===== src/rtl/pipe_ctrl_pkg.sv =====
// Shared types and constants for the pipeline hazard controller.
// Optional forwarding is selected with the HAZ_FWD_EN macro.
package pipe_ctrl_pkg;

    typedef enum logic {
        RUN      = 1'b0,
        MUL_BUSY = 1'b1
    } state_t;

    localparam logic [1:0] FWD_RF    = 2'b00;
    localparam logic [1:0] FWD_EXMEM = 2'b10;
    localparam logic [1:0] FWD_MEMWB = 2'b01;

    localparam int REG_W_DEF = 5;
    // Wide enough for the largest legal multiplier latency (15).
    localparam int CNT_W     = 4;

endpackage


===== src/rtl/pipe_fwd_unit.sv =====
// Source/destination comparators for the ID-stage operands; drives fwd_a/fwd_b only when HAZ_FWD_EN is defined.
// Purely combinational, zero latency, no backpressure.
module pipe_fwd_unit
    import pipe_ctrl_pkg::*;
#(
    parameter int REG_W = REG_W_DEF
) (
    input  logic [REG_W-1:0] id_rs,
    input  logic [REG_W-1:0] id_rt,
    input  logic             id_uses_rs,
    input  logic             id_uses_rt,
    input  logic [REG_W-1:0] ex_rd,
    input  logic [REG_W-1:0] mem_rd,
    input  logic             mem_reg_write,
    input  logic [REG_W-1:0] wb_rd,
    input  logic             wb_reg_write,
    output logic             ex_src_hit,
    output logic             mem_src_hit,
    output logic [1:0]       fwd_a,
    output logic [1:0]       fwd_b
);

    logic rs_ex, rt_ex, rs_mem, rt_mem;

    // r0 is hard-wired, so a zero destination never creates a dependency.
    assign rs_ex  = id_uses_rs && (id_rs != '0) && (id_rs == ex_rd);
    assign rt_ex  = id_uses_rt && (id_rt != '0) && (id_rt == ex_rd);
    assign rs_mem = id_uses_rs && (id_rs != '0) && (id_rs == mem_rd) && mem_reg_write;
    assign rt_mem = id_uses_rt && (id_rt != '0) && (id_rt == mem_rd) && mem_reg_write;

    assign ex_src_hit  = rs_ex  || rt_ex;
    assign mem_src_hit = rs_mem || rt_mem;

`ifdef HAZ_FWD_EN
    logic rs_wb, rt_wb;

    assign rs_wb = id_uses_rs && (id_rs != '0) && (id_rs == wb_rd) && wb_reg_write;
    assign rt_wb = id_uses_rt && (id_rt != '0) && (id_rt == wb_rd) && wb_reg_write;

    // The younger producer (EX/MEM) holds the newer value and wins.
    assign fwd_a = rs_mem ? FWD_EXMEM : (rs_wb ? FWD_MEMWB : FWD_RF);
    assign fwd_b = rt_mem ? FWD_EXMEM : (rt_wb ? FWD_MEMWB : FWD_RF);
`else
    logic unused_wb;

    assign unused_wb = ^{wb_rd, wb_reg_write};
    assign fwd_a     = FWD_RF;
    assign fwd_b     = FWD_RF;
`endif

endmodule


===== src/rtl/pipe_hazard_ctrl.sv =====
// Pipeline register enable/flush sequencing: branch squash, multiplier stall, load-use/RAW stall.
// Hazard outputs are combinational; mult_busy/hilo_write_en registered. HAZ_FWD_EN enables forwarding.
module pipe_hazard_ctrl
    import pipe_ctrl_pkg::*;
#(
    parameter int MULT_LAT = 4,
    parameter int REG_W    = REG_W_DEF
) (
    input  logic             clk,
    input  logic             rst_n,
    input  logic [REG_W-1:0] id_rs,
    input  logic [REG_W-1:0] id_rt,
    input  logic             id_uses_rs,
    input  logic             id_uses_rt,
    input  logic [REG_W-1:0] ex_rd,
    input  logic             ex_reg_write,
    input  logic             ex_mem_read,
    input  logic             ex_is_mult,
    input  logic [REG_W-1:0] mem_rd,
    input  logic [REG_W-1:0] wb_rd,
    input  logic             mem_reg_write,
    input  logic             wb_reg_write,
    input  logic             mem_branch_taken,
    output logic             pc_write,
    output logic             ifid_write,
    output logic             idex_write,
    output logic             ifid_flush,
    output logic             idex_flush,
    output logic             exmem_flush,
    output logic [1:0]       fwd_a,
    output logic [1:0]       fwd_b,
    output logic             mult_busy,
    output logic             hilo_write_en
);

    state_t           state, state_nxt;
    logic [CNT_W-1:0] cnt, cnt_nxt;
    logic             hilo_nxt;
    logic             ex_src_hit, mem_src_hit, stall;
    logic [1:0]       fwd_a_u, fwd_b_u;

    pipe_fwd_unit #(.REG_W(REG_W)) u_fwd (
        .id_rs         (id_rs),
        .id_rt         (id_rt),
        .id_uses_rs    (id_uses_rs),
        .id_uses_rt    (id_uses_rt),
        .ex_rd         (ex_rd),
        .mem_rd        (mem_rd),
        .mem_reg_write (mem_reg_write),
        .wb_rd         (wb_rd),
        .wb_reg_write  (wb_reg_write),
        .ex_src_hit    (ex_src_hit),
        .mem_src_hit   (mem_src_hit),
        .fwd_a         (fwd_a_u),
        .fwd_b         (fwd_b_u)
    );

`ifdef HAZ_FWD_EN
    logic unused_raw;

    assign unused_raw = ^{ex_reg_write, mem_src_hit};
    assign stall      = ex_mem_read && ex_src_hit;
`else
    // Without bypass paths the consumer waits until the producer reaches WB.
    assign stall = (ex_src_hit && (ex_mem_read || ex_reg_write)) || mem_src_hit;
`endif

    assign fwd_a     = rst_n ? fwd_a_u : FWD_RF;
    assign fwd_b     = rst_n ? fwd_b_u : FWD_RF;
    assign mult_busy = (state == MUL_BUSY);

    always_ff @(posedge clk or negedge rst_n) begin
        if (!rst_n) begin
            state         <= RUN;
            cnt           <= '0;
            hilo_write_en <= 1'b0;
        end else begin
            state         <= state_nxt;
            cnt           <= cnt_nxt;
            hilo_write_en <= hilo_nxt;
        end
    end

    always_comb begin
        state_nxt = state;
        cnt_nxt   = cnt;
        hilo_nxt  = 1'b0;
        case (state)
            RUN: begin
                // The completing multiply still sits in EX during its HiLo strobe; do not restart it.
                if (ex_is_mult && !mem_branch_taken && !hilo_write_en) begin
                    state_nxt = MUL_BUSY;
                    cnt_nxt   = CNT_W'(MULT_LAT - 1);
                end
            end
            MUL_BUSY: begin
                if (mem_branch_taken) begin
                    state_nxt = RUN;
                    cnt_nxt   = '0;
                end else if (cnt == CNT_W'(1)) begin
                    state_nxt = RUN;
                    cnt_nxt   = '0;
                    hilo_nxt  = 1'b1;
                end else begin
                    cnt_nxt = cnt - CNT_W'(1);
                end
            end
            default: begin
                state_nxt = RUN;
                cnt_nxt   = '0;
            end
        endcase
    end

    always_comb begin
        pc_write    = 1'b1;
        ifid_write  = 1'b1;
        idex_write  = 1'b1;
        ifid_flush  = 1'b0;
        idex_flush  = 1'b0;
        exmem_flush = 1'b0;
        if (!rst_n) begin
            pc_write = 1'b1;
        end else if (mem_branch_taken) begin
            ifid_flush  = 1'b1;
            idex_flush  = 1'b1;
            exmem_flush = 1'b1;
        end else if (state == MUL_BUSY) begin
            pc_write    = 1'b0;
            ifid_write  = 1'b0;
            idex_write  = 1'b0;
            exmem_flush = 1'b1;
        end else if (stall) begin
            pc_write   = 1'b0;
            ifid_write = 1'b0;
            idex_flush = 1'b1;
        end
    end

endmodule


===== config.mk =====
export PLATFORM = sky130hd
export DESIGN_NAME = pipe_hazard_ctrl
export DESIGN_NICKNAME = d
export VERILOG_FILES = /design/src/rtl/pipe_ctrl_pkg.sv /design/src/rtl/pipe_fwd_unit.sv /design/src/rtl/pipe_hazard_ctrl.sv
export SDC_FILE = /design/constraint.sdc
export NUM_CORES = 1
export LEC_CHECK = 0
export CAP_MARGIN = 25
export CORE_AREA = 2 2 48 50
export DETAILED_ROUTE_END_ITERATION = 8
export DIE_AREA = 0 0 50 52
export GPL_ROUTABILITY_DRIVEN = 0
export PLACE_DENSITY = 0.75
export RECOVER_POWER = 25
export SYNTH_ARGS = -nofsm -noshare
export SYNTH_HDL_FRONTEND = slang
export SYNTH_SLANG_ARGS = --single-unit

===== constraint.sdc =====
create_clock -name clk -period 2.61 [get_ports clk]
set_clock_uncertainty 0.05 [all_clocks]
set_input_delay 0.522 -clock clk [delete_from_list [all_inputs] [get_ports clk]]
set_output_delay 0.522 -clock clk [all_outputs]
set_load 0.02 [all_outputs]

==> Yosys cells after proc, flatten, opt, wreduce, memory -nomap -nowiden <==
Cells that the tools add are included.
{ "word_totals": {"register_bits": 6, "latchBits": 0, "ram_bits": 0, "mem_bits_ro": 0, "in_bits": 35, "output_inout_bits": 12, "word_cells": 57, "n_memories": 0} }
{ "classes": {"addsub": 1, "n_mul": 0, "div": 0, "magnitude_cmp": 0, "eq_ne": 6, "shifts": 0, "mux": 27, "n_bitwise": 1, "n_reduce_logical": 19} }
{ "ops": {"columns": ["cell", "n"], "rows": [
  ["1-bit two-way mux", 22],
  ["5-bit equality test", 4],
  ["4-bit two-way mux", 3],
  ["1-bit logical AND", 11],
  ["5-bit nonzero test", 2],
  ["4-bit one-hot mux with 2 select lines", 1],
  ["4-bit by 1-bit equality test with 1-bit output, second input constant", 1],
  ["1-bit logical OR", 4],
  ["4-bit by 1-bit subtractor with 4-bit output, second input constant", 1],
  ["1-bit zero test", 2],
  ["2-bit inequality test, second input constant", 1],
  ["1-bit one-hot mux with 2 select lines", 1],
  ["1-bit inverter", 1]
]} }

==> Longest topological paths before layout <==
{ "logic_depth": {"word_depth": 10, "ltp_mapped": 7} }

==> Hierarchy <==
From an unflattened synthesis, not the netlist that was laid out.
{ "hier_totals": {"hier_cells": 82, "area_unflattened_um2": 709.4} }
{ "by_module_without_submodules": {"columns": ["mod", "instances", "cells_per_inst", "area_each_um2", "seq_area_each_um2"], "rows": [
  ["pipe_hazard_ctrl", 1, 43, 405.4, 150.1],
  ["pipe_fwd_unit", 1, 39, 304.0, 0.0]
]} }

==> Least setup slack after synthesis <==
OpenSTA, ideal clock, no wires.
{ "synth_timing": {"path_kind": "input-to-output", "startpoint": "input port id_rs[1]", "endpoint": "output port pc_write", "arrival_time_ns": 1.866, "t_required_ns": 2.038, "slack_ns": 0.172, "stages": 6, "cell_sequence": "or4_1 o21ai_2 nor4_1 o221ai_1 o211a_1 buf_4"} }
{ "synth_via": {"elab_chain_cells": 10, "elab_cells_between_ends": 15, "cone_classes": "eq/ne (2); mux (4); reduce/logical (9)"} }
{ "synth_rtl": {"columns": ["item", "line_no", "rtl"], "rows": [
  ["start, declared", "pipe_hazard_ctrl.sv:11", "input logic [REG_W-1:0] id_rs,"],
  ["5-bit nonzero test", "pipe_fwd_unit.sv:26, pipe_fwd_unit.sv:28", null],
  ["1-bit logical AND", "pipe_fwd_unit.sv:26, pipe_fwd_unit.sv:28", null],
  ["1-bit logical AND, on equally long branches", "pipe_fwd_unit.sv:26, pipe_fwd_unit.sv:28", null],
  ["1-bit logical OR or 1-bit logical AND (tied branches)", "pipe_fwd_unit.sv:31, pipe_fwd_unit.sv:28", null],
  ["1-bit logical AND or 1-bit logical OR (tied branches)", "pipe_hazard_ctrl.sv:65, pipe_fwd_unit.sv:32", null],
  ["1-bit logical OR (*)", "pipe_hazard_ctrl.sv:65", "assign stall = (ex_src_hit && (ex_mem_read || ex_reg_write)) || mem_src_hit;"],
  ["1-bit two-way mux (*) (4 in a row)", null, null],
  ["end, declared", "pipe_hazard_ctrl.sv:24", "output logic pc_write,"]
]} }
Every way passes the cells marked *; elsewhere a longest branch is shown, timed or not.

==> Final worst setup path <==
{ "layout_timing": {"startpoint": "input port id_rt[4]", "endpoint": "output port ifid_write"} }
{ "layout_via": {"elab_chain_cells": 10, "elab_cells_between_ends": 15, "cone_classes": "eq/ne (2); mux (4); reduce/logical (9)"} }
{ "layout_rtl": {"columns": ["item", "line_no", "rtl"], "rows": [
  ["start, declared", "pipe_hazard_ctrl.sv:12", "input logic [REG_W-1:0] id_rt,"],
  ["5-bit nonzero test", "pipe_fwd_unit.sv:27, pipe_fwd_unit.sv:29", null],
  ["1-bit logical AND", "pipe_fwd_unit.sv:27, pipe_fwd_unit.sv:29", null],
  ["1-bit logical AND, on equally long branches", "pipe_fwd_unit.sv:27, pipe_fwd_unit.sv:29", null],
  ["1-bit logical OR or 1-bit logical AND (tied branches)", "pipe_fwd_unit.sv:31, pipe_fwd_unit.sv:29", null],
  ["1-bit logical AND or 1-bit logical OR (tied branches)", "pipe_hazard_ctrl.sv:65, pipe_fwd_unit.sv:32", null],
  ["1-bit logical OR (*)", "pipe_hazard_ctrl.sv:65", null],
  ["1-bit two-way mux (*)", "pipe_hazard_ctrl.sv:133", "end else if (stall) begin"],
  ["1-bit two-way mux (*)", "pipe_hazard_ctrl.sv:128", "end else if (state == MUL_BUSY) begin"],
  ["1-bit two-way mux (*)", "pipe_hazard_ctrl.sv:124", "end else if (mem_branch_taken) begin"],
  ["1-bit two-way mux (*)", "pipe_hazard_ctrl.sv:122", "if (!rst_n) begin"],
  ["end, declared", "pipe_hazard_ctrl.sv:25", "output logic ifid_write,"]
]} }
Marks and branches as above.

==> results.json <==
{
  "diodes": 0,
  "die_y_um": 52,
  "final_area_mm2": 0.00124,
  "wl_mm": 2.17,
  "syn_inst": 83,
  "critPathSlowestCell": "nor4_4",
  "syn-mean-instance-area_um2": 8.23,
  "clk_pin_slew_ns": 0.05,
  "finalWorstSetupSlack_ns": 0.0711,
  "leakagePower_nw": 0.570,
  "viasPerCell": 4.80,
  "worstSetupStartpointType": "primary input",
  "grt.total_usage_pct": 16.9,
  "synth_ff_type": "dfrtp_1",
  "crit_path_max_incr_delay_ns": 0.37,
  "root_buffer": "clkbuf_4",
  "route.met2.wl_mm": 1.26,
  "dpl.hpwl_mm": 1.77,
  "pin_count": 47,
  "finalCriticalPeriod_ns": 2.54,
  "powerDensity_mw_per_mm2": 349,
  "tritoncts": "yes",
  "die_w_um": 50,
  "hold_viol": 0,
  "cap_violations": 0,
  "antenna_found_initial": 0,
  "dp_slack_ns": -0.664,
  "clock_insertion_delay_worst_skew_ns": 0.25,
  "critPathMaxFanout": 2,
  "io_buffers": 36,
  "crit_path_end_kind": "primary output",
  "cts_setup_buffers": 0,
  "cp_cell_sequence": "clkdlybuf4s15_1 -> buf_4 -> xnor2_2 -> nand3_1 -> nor4_4 -> o221ai_2 -> o211a_1 -> buf_6",
  "routed-wl-met3_um": 65,
  "ys_seq_elements": 6,
  "initial_core_util_pct": 32.4,
  "fin_cells": 160,
  "fillers": 185,
  "cts_made_buffers": 3,
  "synth_edf_count": 0,
  "m1WireLength_um": 824,
  "async_reset_ff_share_pct": 100,
  "drive_gt1_share_pct": 30.3,
  "postLayoutCoreUtil_pct": 58.8,
  "post-route-period-util_pct": 97.3,
  "peakVddDrop_uv": 324,
  "route.detailed.drc": 0,
  "hold_class": "reg2reg",
  "drt_iter0_markers": 3,
  "clockBufferDepth": 2,
  "path_class": "in2out",
  "yosysWarnings": 0,
  "core_mm2": 0.00211,
  "syn2layout_area_growth_pct": 81.1,
  "vias": 768,
  "grt_max_degree": 9,
  "rows": 17,
  "placed_cells": 157,
  "final_cell_mix": "buf_4 (14), clkdlybuf4s50_1 (12), xnor2_1 (11)",
  "clkSinkCount": 6,
  "drv_slew": 0,
  "placed_area_mm2": 0.00115,
  "grt_pass1_vias": 790,
  "top_layer": "met4",
  "required_ns": 2.04,
  "synth-seq-area-share_pct": 22.0,
  "design.die.area_mm2": 0.00260,
  "grt_pass1_wl_mm": 3.35,
  "final_nets": 171,
  "fmax_mhz": 394,
  "power.total_w": 0.000432,
  "synth_cell_types": 30,
  "final_common_cell": "buf_4",
  "status": "complete, no violations",
  "dr.pass1.iters": 4,
  "cts.htree.levels": 1,
  "ant_nets": 0,
  "arrival_ns": 1.97,
  "syn-cell-area_um2": 683,
  "wl_per_cell_um": 13.6,
  "finalSetupViolations": 0,
  "grt-ovfl-total": 0
}
## cells in the mapped netlist, types with 2 or more instances
cell type	count	area (um2)
or4_1	2	15.0
xnor2_1	12	105
o221ai_1	2	17.5
ha_1	2	25.0
nor3_1	2	10.0
xor2_1	8	70.1
nand2_1	4	15.0
nand2b_1	3	18.8
o21ai_0	4	20.0
nor4_1	4	25.0
nor2_1	5	18.8
nand3_1	4	20.0
buf_4	5	37.5
nor2b_1	2	12.5
dfrtp_1	6	150
inv_1	4	15.0
## cell families after synthesis
kind of cell | count (synthesis) | synth area share [%]
other cells | 1 | 0.549
simple gates | 28 | 22.2
fa+ha+maj | 2 | 3.66
flops | 6 | 22.0
buf+inv | 10 | 8.24
xor+xnor | 20 | 25.6
mux | 2 | 3.11
compound gates | 14 | 14.7
## layer usage
layer / vias to the layer above / track usage (%)
li1: 382 / -
met1: 365 / 17.4
met2: 19 / 33.8
met3: 2 / 4.60
met4: 0 / 2.78
met5: - / 0
## registers in the layout, indices dropped and copies added (netlist names)
| name | count |
|---|---|
| mult_busy | 1 |
| cnt | 4 |
| hilo_write_en | 1 |
## timing repair
item                                   CTS  global route
endpoints found under the hold margin    0             0
pin swaps                                8            16
resized for setup                       42            26
hold buffers                             0             0
setup endpoints to repair                3             4
## worst max-delay path: cells and delay by family
kind | cells | cell delay [ns]
buf+inv | 3 | 0.49
xor+xnor | 1 | 0.14
compound gates | 2 | 0.30
simple gates | 2 | 0.51
## through the flow
step / TNS, ns / hold slack, ns
finish: 0 / 0.451
global route: -0.0130 / 0.470
CTS: 0 / 0.434
detailed placement: -1.95 / 0.428
global placement: -1.85 / 0.418
floorplan: 0 / 0.176
## path summary, 6_finish.rpt
kind                       startpoint         end  slack, ns  depth (start not counted)
max                          id_rt[4]  ifid_write       0.07                          8
min                            cnt[3]      cnt[3]       0.45                          1
max reg2reg                    cnt[1]      cnt[2]       0.97                          7
min reg2reg                    cnt[3]      cnt[3]       0.45                          1
max in group asynchronous       rst_n      cnt[1]       1.82                          2
min in group asynchronous       rst_n      cnt[2]       0.55                          2
## power by group
| part | total (W) | internal (W) | switching [W] |
|---|---|---|---|
| Sequential | 0.000122 | 0.000110 | 0.0000126 |
| Combinational | 0.000224 | 0.000111 | 0.000113 |
| Clock | 0.0000857 | 0.0000520 | 0.0000337 |
## area by class of cell
class	instances	area (um2)	area share, %
Tap cell	28	35.0	2.83
Multi-Input combinational cell	70	579	46.8
Timing Repair Buffer	49	435	35.2
Sequential cell	6	150	12.1
Inverter	4	15.0	1.21
Clock buffer	3	22.5	1.82
Power figures use the tool's default switching activity.
